<file path="src/rtl/attention_core_param_if.sv">
// Stream interface for attention_core_param.
// Input side : in_valid/in_ready handshake carrying one Q, K and V element plus mode.
// Output side: out_valid/out_ready handshake carrying a result element and out_last.
// master = stream source/sink side, slave = core side.
interface attention_core_param_if #(
    parameter int unsigned N  = 8,
    parameter int unsigned DW = 4
);
    localparam int unsigned LN = $clog2(N);
    localparam int unsigned OW = 3 * DW + 2 * LN;

    logic          in_valid;
    logic          in_ready;
    logic [DW-1:0] in_q;
    logic [DW-1:0] in_k;
    logic [DW-1:0] in_v;
    logic          mode;
    logic          out_valid;
    logic          out_ready;
    logic [OW-1:0] out_data;
    logic          out_last;

    modport master (
        output in_valid, in_q, in_k, in_v, mode, out_ready,
        input  in_ready, out_valid, out_data, out_last
    );

    modport slave (
        input  in_valid, in_q, in_k, in_v, mode, out_ready,
        output in_ready, out_valid, out_data, out_last
    );
endinterface

</file>
<file path="src/rtl/attention_core_param.sv">
// Single-head attention core: O = (Q*K^T)*V over NxN unsigned DW-bit matrices,
// or S = Q*K^T only when mode = 1 (sampled with the first element of a frame).
// Ports:
//   clk   : rising-edge clock
//   reset : asynchronous, active-low reset
//   bus   : slave side of attention_core_param_if (input stream, result stream)
//   busy  : high in every state except IDLE
// Q/K/V stream in row-major, one element of each per handshake. S and O are
// each computed one element per cycle (N multipliers + adder), then results
// stream out row-major with full backpressure support.
module attention_core_param #(
    parameter int unsigned N  = 8,
    parameter int unsigned DW = 4
) (
    input  logic                  clk,
    input  logic                  reset,
    attention_core_param_if.slave bus,
    output logic                  busy
);
    localparam int unsigned LN = $clog2(N);
    localparam int unsigned IW = 2 * LN;
    localparam int unsigned NN = N * N;
    localparam int unsigned SW = 2 * DW + LN;
    localparam int unsigned OW = 3 * DW + 2 * LN;

    typedef enum logic [2:0] {
        IDLE,
        LOAD,
        CALC_S,
        CALC_O,
        OUT
    } state_t;

    state_t        state;
    logic [IW-1:0] cnt;
    logic          mode_r;

    logic [DW-1:0] q_mem [NN];
    logic [DW-1:0] k_mem [NN];
    logic [DW-1:0] v_mem [NN];
    logic [SW-1:0] s_mem [NN];
    // Result buffer: holds S (zero-extended) after CALC_S, overwritten by O in CALC_O.
    logic [OW-1:0] r_mem [NN];

    logic          acc_c;
    logic [LN-1:0] row_c;
    logic [LN-1:0] col_c;
    logic [IW-1:0] nxt_c;
    logic [SW-1:0] s_dot_c;
    logic [OW-1:0] o_dot_c;

    assign acc_c = bus.in_valid && bus.in_ready;
    assign row_c = cnt[IW-1:LN];
    assign col_c = cnt[LN-1:0];
    assign nxt_c = cnt + IW'(1);

    // S[i][j] = sum_k Q[i][k] * K[j][k]
    always_comb begin
        s_dot_c = '0;
        for (int k = 0; k < int'(N); k++) begin
            s_dot_c = s_dot_c + SW'(q_mem[{row_c, LN'(k)}]) * SW'(k_mem[{col_c, LN'(k)}]);
        end
    end

    // O[i][j] = sum_k S[i][k] * V[k][j]
    always_comb begin
        o_dot_c = '0;
        for (int k = 0; k < int'(N); k++) begin
            o_dot_c = o_dot_c + OW'(s_mem[{row_c, LN'(k)}]) * OW'(v_mem[{LN'(k), col_c}]);
        end
    end

    // Matrix storage; cnt doubles as the load index (it is zero in IDLE).
    always_ff @(posedge clk) begin
        if (acc_c) begin
            q_mem[cnt] <= bus.in_q;
            k_mem[cnt] <= bus.in_k;
            v_mem[cnt] <= bus.in_v;
        end
        if (state == CALC_S) begin
            s_mem[cnt] <= s_dot_c;
            r_mem[cnt] <= OW'(s_dot_c);
        end
        if (state == CALC_O) begin
            r_mem[cnt] <= o_dot_c;
        end
    end

    // Control FSM with registered handshake outputs.
    always_ff @(posedge clk or negedge reset) begin
        if (!reset) begin
            state         <= IDLE;
            cnt           <= '0;
            mode_r        <= 1'b0;
            busy          <= 1'b0;
            bus.in_ready  <= 1'b1;
            bus.out_valid <= 1'b0;
            bus.out_data  <= '0;
            bus.out_last  <= 1'b0;
        end else begin
            case (state)
                IDLE: begin
                    if (acc_c) begin
                        state  <= LOAD;
                        cnt    <= nxt_c;
                        mode_r <= bus.mode;
                        busy   <= 1'b1;
                    end
                end
                LOAD: begin
                    if (acc_c) begin
                        if (cnt == IW'(NN - 1)) begin
                            state        <= CALC_S;
                            cnt          <= '0;
                            bus.in_ready <= 1'b0;
                        end else begin
                            cnt <= nxt_c;
                        end
                    end
                end
                CALC_S: begin
                    if (cnt == IW'(NN - 1)) begin
                        cnt <= '0;
                        if (mode_r) begin
                            // r_mem[0] was written on the first CALC_S cycle.
                            state         <= OUT;
                            bus.out_valid <= 1'b1;
                            bus.out_data  <= r_mem[0];
                            bus.out_last  <= 1'b0;
                        end else begin
                            state <= CALC_O;
                        end
                    end else begin
                        cnt <= nxt_c;
                    end
                end
                CALC_O: begin
                    if (cnt == IW'(NN - 1)) begin
                        state         <= OUT;
                        cnt           <= '0;
                        bus.out_valid <= 1'b1;
                        bus.out_data  <= r_mem[0];
                        bus.out_last  <= 1'b0;
                    end else begin
                        cnt <= nxt_c;
                    end
                end
                OUT: begin
                    // out_valid is always high here, so out_ready alone is the handshake.
                    if (bus.out_ready) begin
                        if (bus.out_last) begin
                            state         <= IDLE;
                            cnt           <= '0;
                            busy          <= 1'b0;
                            bus.in_ready  <= 1'b1;
                            bus.out_valid <= 1'b0;
                            bus.out_data  <= '0;
                            bus.out_last  <= 1'b0;
                        end else begin
                            cnt          <= nxt_c;
                            bus.out_data <= r_mem[nxt_c];
                            bus.out_last <= (cnt == IW'(NN - 2));
                        end
                    end
                end
                default: begin
                    state <= IDLE;
                    cnt   <= '0;
                end
            endcase
        end
    end
endmodule

</file>
<file path="src/flat_wrapper.sv">
// flat-port wrapper written by rule: the top's interface ports become plain ports
module attention_core_param_flat 
#(
    parameter int unsigned N  = 8,
    parameter int unsigned DW = 4
)
  (clk, reset, busy, bus_in_valid, bus_in_q, bus_in_k, bus_in_v, bus_mode, bus_out_ready, bus_in_ready, bus_out_valid, bus_out_data, bus_out_last);
  attention_core_param_if #(.N(N), .DW(DW)) bus_i ();
  input  logic clk;
  input  logic reset;
  output logic busy;
  input wire logic [$bits(bus_i.in_valid)-1:0] bus_in_valid;
  input wire logic [$bits(bus_i.in_q)-1:0] bus_in_q;
  input wire logic [$bits(bus_i.in_k)-1:0] bus_in_k;
  input wire logic [$bits(bus_i.in_v)-1:0] bus_in_v;
  input wire logic [$bits(bus_i.mode)-1:0] bus_mode;
  input wire logic [$bits(bus_i.out_ready)-1:0] bus_out_ready;
  output wire logic [$bits(bus_i.in_ready)-1:0] bus_in_ready;
  output wire logic [$bits(bus_i.out_valid)-1:0] bus_out_valid;
  output wire logic [$bits(bus_i.out_data)-1:0] bus_out_data;
  output wire logic [$bits(bus_i.out_last)-1:0] bus_out_last;
  assign bus_i.in_valid = bus_in_valid;
  assign bus_i.in_q = bus_in_q;
  assign bus_i.in_k = bus_in_k;
  assign bus_i.in_v = bus_in_v;
  assign bus_i.mode = bus_mode;
  assign bus_i.out_ready = bus_out_ready;
  assign bus_in_ready = bus_i.in_ready;
  assign bus_out_valid = bus_i.out_valid;
  assign bus_out_data = bus_i.out_data;
  assign bus_out_last = bus_i.out_last;
  attention_core_param #(.N(N), .DW(DW)) u_core (.clk(clk), .reset(reset), .bus(bus_i), .busy(busy));
endmodule
</file>
<file path="config.mk">
export PLATFORM = sky130hd
export DESIGN_NAME = attention_core_param_flat
export DESIGN_NICKNAME = d
export VERILOG_FILES = /design/src/rtl/attention_core_param_if.sv /design/src/rtl/attention_core_param.sv /design/src/flat_wrapper.sv
export SDC_FILE = /design/constraint.sdc
export NUM_CORES = 2
export LEC_CHECK = 0
export ABC_AREA = 1
export BUFFER_PORTS_ARGS = -buffer_cell sky130_fd_sc_hd__buf_4
export CORE_ASPECT_RATIO = 2
export CORE_MARGIN = 1
export CORE_UTILIZATION = 26
export CTS_BUF_LIST = sky130_fd_sc_hd__clkbuf_8
export CTS_CLUSTER_DIAMETER = 120
export DETAILED_ROUTE_END_ITERATION = 10
export PLACE_DENSITY_LB_ADDON = 0.25
export SYNTH_ARGS = -nofsm -noshare
export SYNTH_HDL_FRONTEND = slang
export SYNTH_SLANG_ARGS = --single-unit
</file>
<file path="constraint.sdc">
create_clock -name clk -period 26 [get_ports clk]
set_input_delay 1.3 -clock clk [delete_from_list [all_inputs] [get_ports clk]]
set_output_delay 1.3 -clock clk [all_outputs]
set_load 0.01 [all_outputs]
</file>
==> results_dict.tcl <==
set metrics [dict create \
    status "complete, no violations" \
    seq_area_frac_synth 0.670 \
    maxCapViolCount 0 \
    startpoint_type "register" \
    crit_path_start "u_core.cnt[0]" \
    cts_sinks 2656 \
    ys_async_sr_fraction 0.0120 \
    syn_inst 9727 \
    slew_headroom 0.153 \
    grt_max_degree 164 \
    drtIter0Drc 4873 \
    firstDrtPassIters 6 \
    fillers 46400 \
    htreeDepth 5 \
    grt_pass1_vias 77800 \
    synth.avg_cell_area_um2 12.2 \
    wl_mm 423 \
    portBuffers 38 \
    worstReg2RegEnd "u_core.r_mem[38][15]" \
    seq_area_um2 79600 \
    die_area_um2 460000 \
    yosys_warnings 0 \
    routed_via_density 4.68 \
    area_delta_synth_final_pct 13.3 \
    layout-drive-gt1-share 0.0987 \
    hpwl_mm 277 \
    crit_end "u_core.r_mem[38][15]" \
    timing.critical_path.mode_cell "fa_1" \
    cts_setup_buffers 0 \
    path_max_fanout 118 \
    r2r-start "u_core.cnt[0]" \
    cts-root-buf "clkbuf_8" \
    drc 0 \
    cts_tree "yes" \
    routedWlPerCell_um 26.1 \
    synth_edf_count 2624 \
    tightest_slew_ps 1270 \
    grt_pass1_wl_mm 587 \
    track_usage 0.181 \
    die_h_um 958 \
    rrSetupSlack_ps 13630 \
    ys_seq_elements 2656 \
    r2r_cells 32 \
    hold_path_class "input pin to asynchronous set/reset pin" \
    arrival_ps 13110 \
    clockBufferDepth 4 \
    vias 75700 \
    cts_made_buffers 377 \
    setup_tns_ps 0 \
    gp_congestion 0.928 \
    post-route-min-period_ps 12370 \
    cp-end-kind "register" \
    netlist-cell-type-count 48 \
    crit_required_ps 26740 \
    multi_input_comb_area_um2 34300 \
    ys.flop_type "edfxtp_1" \
    rows 350 \
    clk_latency_ps 1120 \
    die_w_um 480 \
    path_class "register to register" \
    rsz0062_at_grt "false" \
    slowest_delay_ps 720 \
    io-pin-count 39 \
    nNetsFinal 10500 \
    grt_antenna_before_repair 11 \
    core_um2 455000 \
    final.setup_skew_ps 142 \
    initial_utilization 0.262 \
    cts_hold_buf 0 \
    finalCritPeriodShare 0.476 \
    max_freq_ghz 0.0808 \
    clk_pin_slew_ps 70 \
    syn_area_um2 119000 \
    finalSetupViolations 0 \
    crit_slowest_cell "dfrtp_4" \
    grt-ovfl-total 0 \
    ant_nets 0 \
    syn-num-nets 10300 \
    drv_slew 0 \
    ctsResizeCount 0 \
    finalHoldViolations 0 \
]
==> worst max-delay path: cells and delay by family (launching register included) <==
family	cells	cell delay, ps
AOI/OAI and AO/OA	8	1980
xor gates and xnor gates	1	200
adders and majority gates	10	4720
buffers and inverters	9	2890
DFF	1	720
and+or+nand+nor	4	1270
==> area by class of cell <==
type                            count  share of cell area
Clock inverter                    273              0.0111
Multi-Input combinational cell   5492               0.255
Tap cell                         5984              0.0556
Inverter                         1091              0.0307
Sequential cell                  2656               0.591
Timing Repair Buffer              308              0.0179
Antenna cell                        4           0.0000743
Clock buffer                      383              0.0391
==> synthesized netlist by cell type, types with 10 or more instances <==
| master | instances | share of area |
|---|---|---|
| buf_4 | 10 | 0.00063 |
| clkbuf_1 | 205 | 0.0065 |
| ha_1 | 164 | 0.017 |
| edfxtp_1 | 2624 | 0.66 |
| xnor2_1 | 11 | 0.00081 |
| o21ai_0 | 189 | 0.0080 |
| a22oi_1 | 216 | 0.014 |
| fa_1 | 415 | 0.070 |
| nand3_1 | 815 | 0.034 |
| nor3_1 | 77 | 0.0032 |
| a21oi_1 | 122 | 0.0051 |
| nor4_1 | 35 | 0.0018 |
| a22o_1 | 54 | 0.0040 |
| dfrtp_1 | 31 | 0.0065 |
| inv_1 | 1069 | 0.034 |
| nor2_1 | 331 | 0.010 |
| nand2_1 | 2676 | 0.084 |
| a221oi_1 | 150 | 0.011 |
| buf_2 | 210 | 0.0088 |
| buf_1 | 58 | 0.0018 |
| nand4_1 | 159 | 0.0084 |
| inv_2 | 19 | 0.00060 |
| xor2_1 | 22 | 0.0016 |
==> through the flow <==
step           setup WS, ps   util  hold WS, ps  instance area [um2]  instances
2_1_floorplan         14750      -          472               119000       9727
3_3_place_gp          13560  0.282          508               128000      15500
3_5_place_dp          13570  0.282          519               128000      15500
4_1_cts               13500  0.296         72.3               135000      16200
5_1_grt               12940  0.296          164               135000      16200
6_report              13630  0.296          159               135000      16200
==> cell usage in the layout (no fill, tap or decap), types with 15 or more instances in the layout <==
master | Yosys | routed
ha_1 | 164 | 160
edfxtp_1 | 2624 | 2624
nand3_1 | 815 | 810
nor3_2 | 0 | 57
xor2_1 | 22 | 16
clkinv_1 | 2 | 88
inv_1 | 1069 | 1169
nor4_2 | 0 | 35
clkinv_2 | 0 | 49
a21oi_1 | 122 | 121
fa_1 | 415 | 414
inv_2 | 19 | 16
nand2_1 | 2676 | 2667
nor2_1 | 331 | 277
nor2_4 | 1 | 33
dfrtp_1 | 31 | 29
nand4_1 | 159 | 159
nor2_2 | 2 | 24
clkbuf_8 | 0 | 383
o21ai_0 | 189 | 183
buf_4 | 10 | 300
a22oi_1 | 216 | 216
a22o_1 | 54 | 54
nor3_4 | 1 | 15
a221oi_1 | 150 | 150
==> sequential cells by signal, summed over array words and instances, names as in the netlist <==
register / flops
u_core.state: 3
u_core.mode_r: 1
u_core.bus.in_ready: 1
u_core.q_mem: 256
u_core.s_mem: 704
u_core.k_mem: 256
u_core.r_mem: 1152
u_core.cnt: 6
u_core.bus.out_valid: 1
u_core.bus.out_data: 18
u_core.bus.out_last: 1
u_core.v_mem: 256
u_core.busy: 1
==> cells by family after synthesis <==
logic type / count (synthesis) / share of synthesized area
and+or+nand+nor: 4107 / 0.144
DFF: 2656 / 0.670
buffers and inverters: 1579 / 0.0527
AOI/OAI and AO/OA: 773 / 0.0444
adders and majority gates: 579 / 0.0871
xor gates and xnor gates: 33 / 0.00243
==> metal layers <==
metal	global-route usage	routed length, um	vias to the layer above
li1	-	-	33800
met1	0.170	138000	39000
met2	0.355	235000	2036
met3	0.0207	14900	894
met4	0.134	35800	4
met5	0	23	-
==> worst min-delay path by stage <==
stage,end,slack [ps]
floorplan,u_core.bus.out_data[17],470
CTS,u_core.bus.out_data[13],70
finish,u_core.bus.out_data[16],160
detailed placement,u_core.mode_r,520
global placement,u_core.mode_r,510
global route,u_core.bus.out_data[4],160
Power is left out: the tool's default activity adds up to more than one toggle a clock period on the data nets, which glitch-free logic cannot reach.
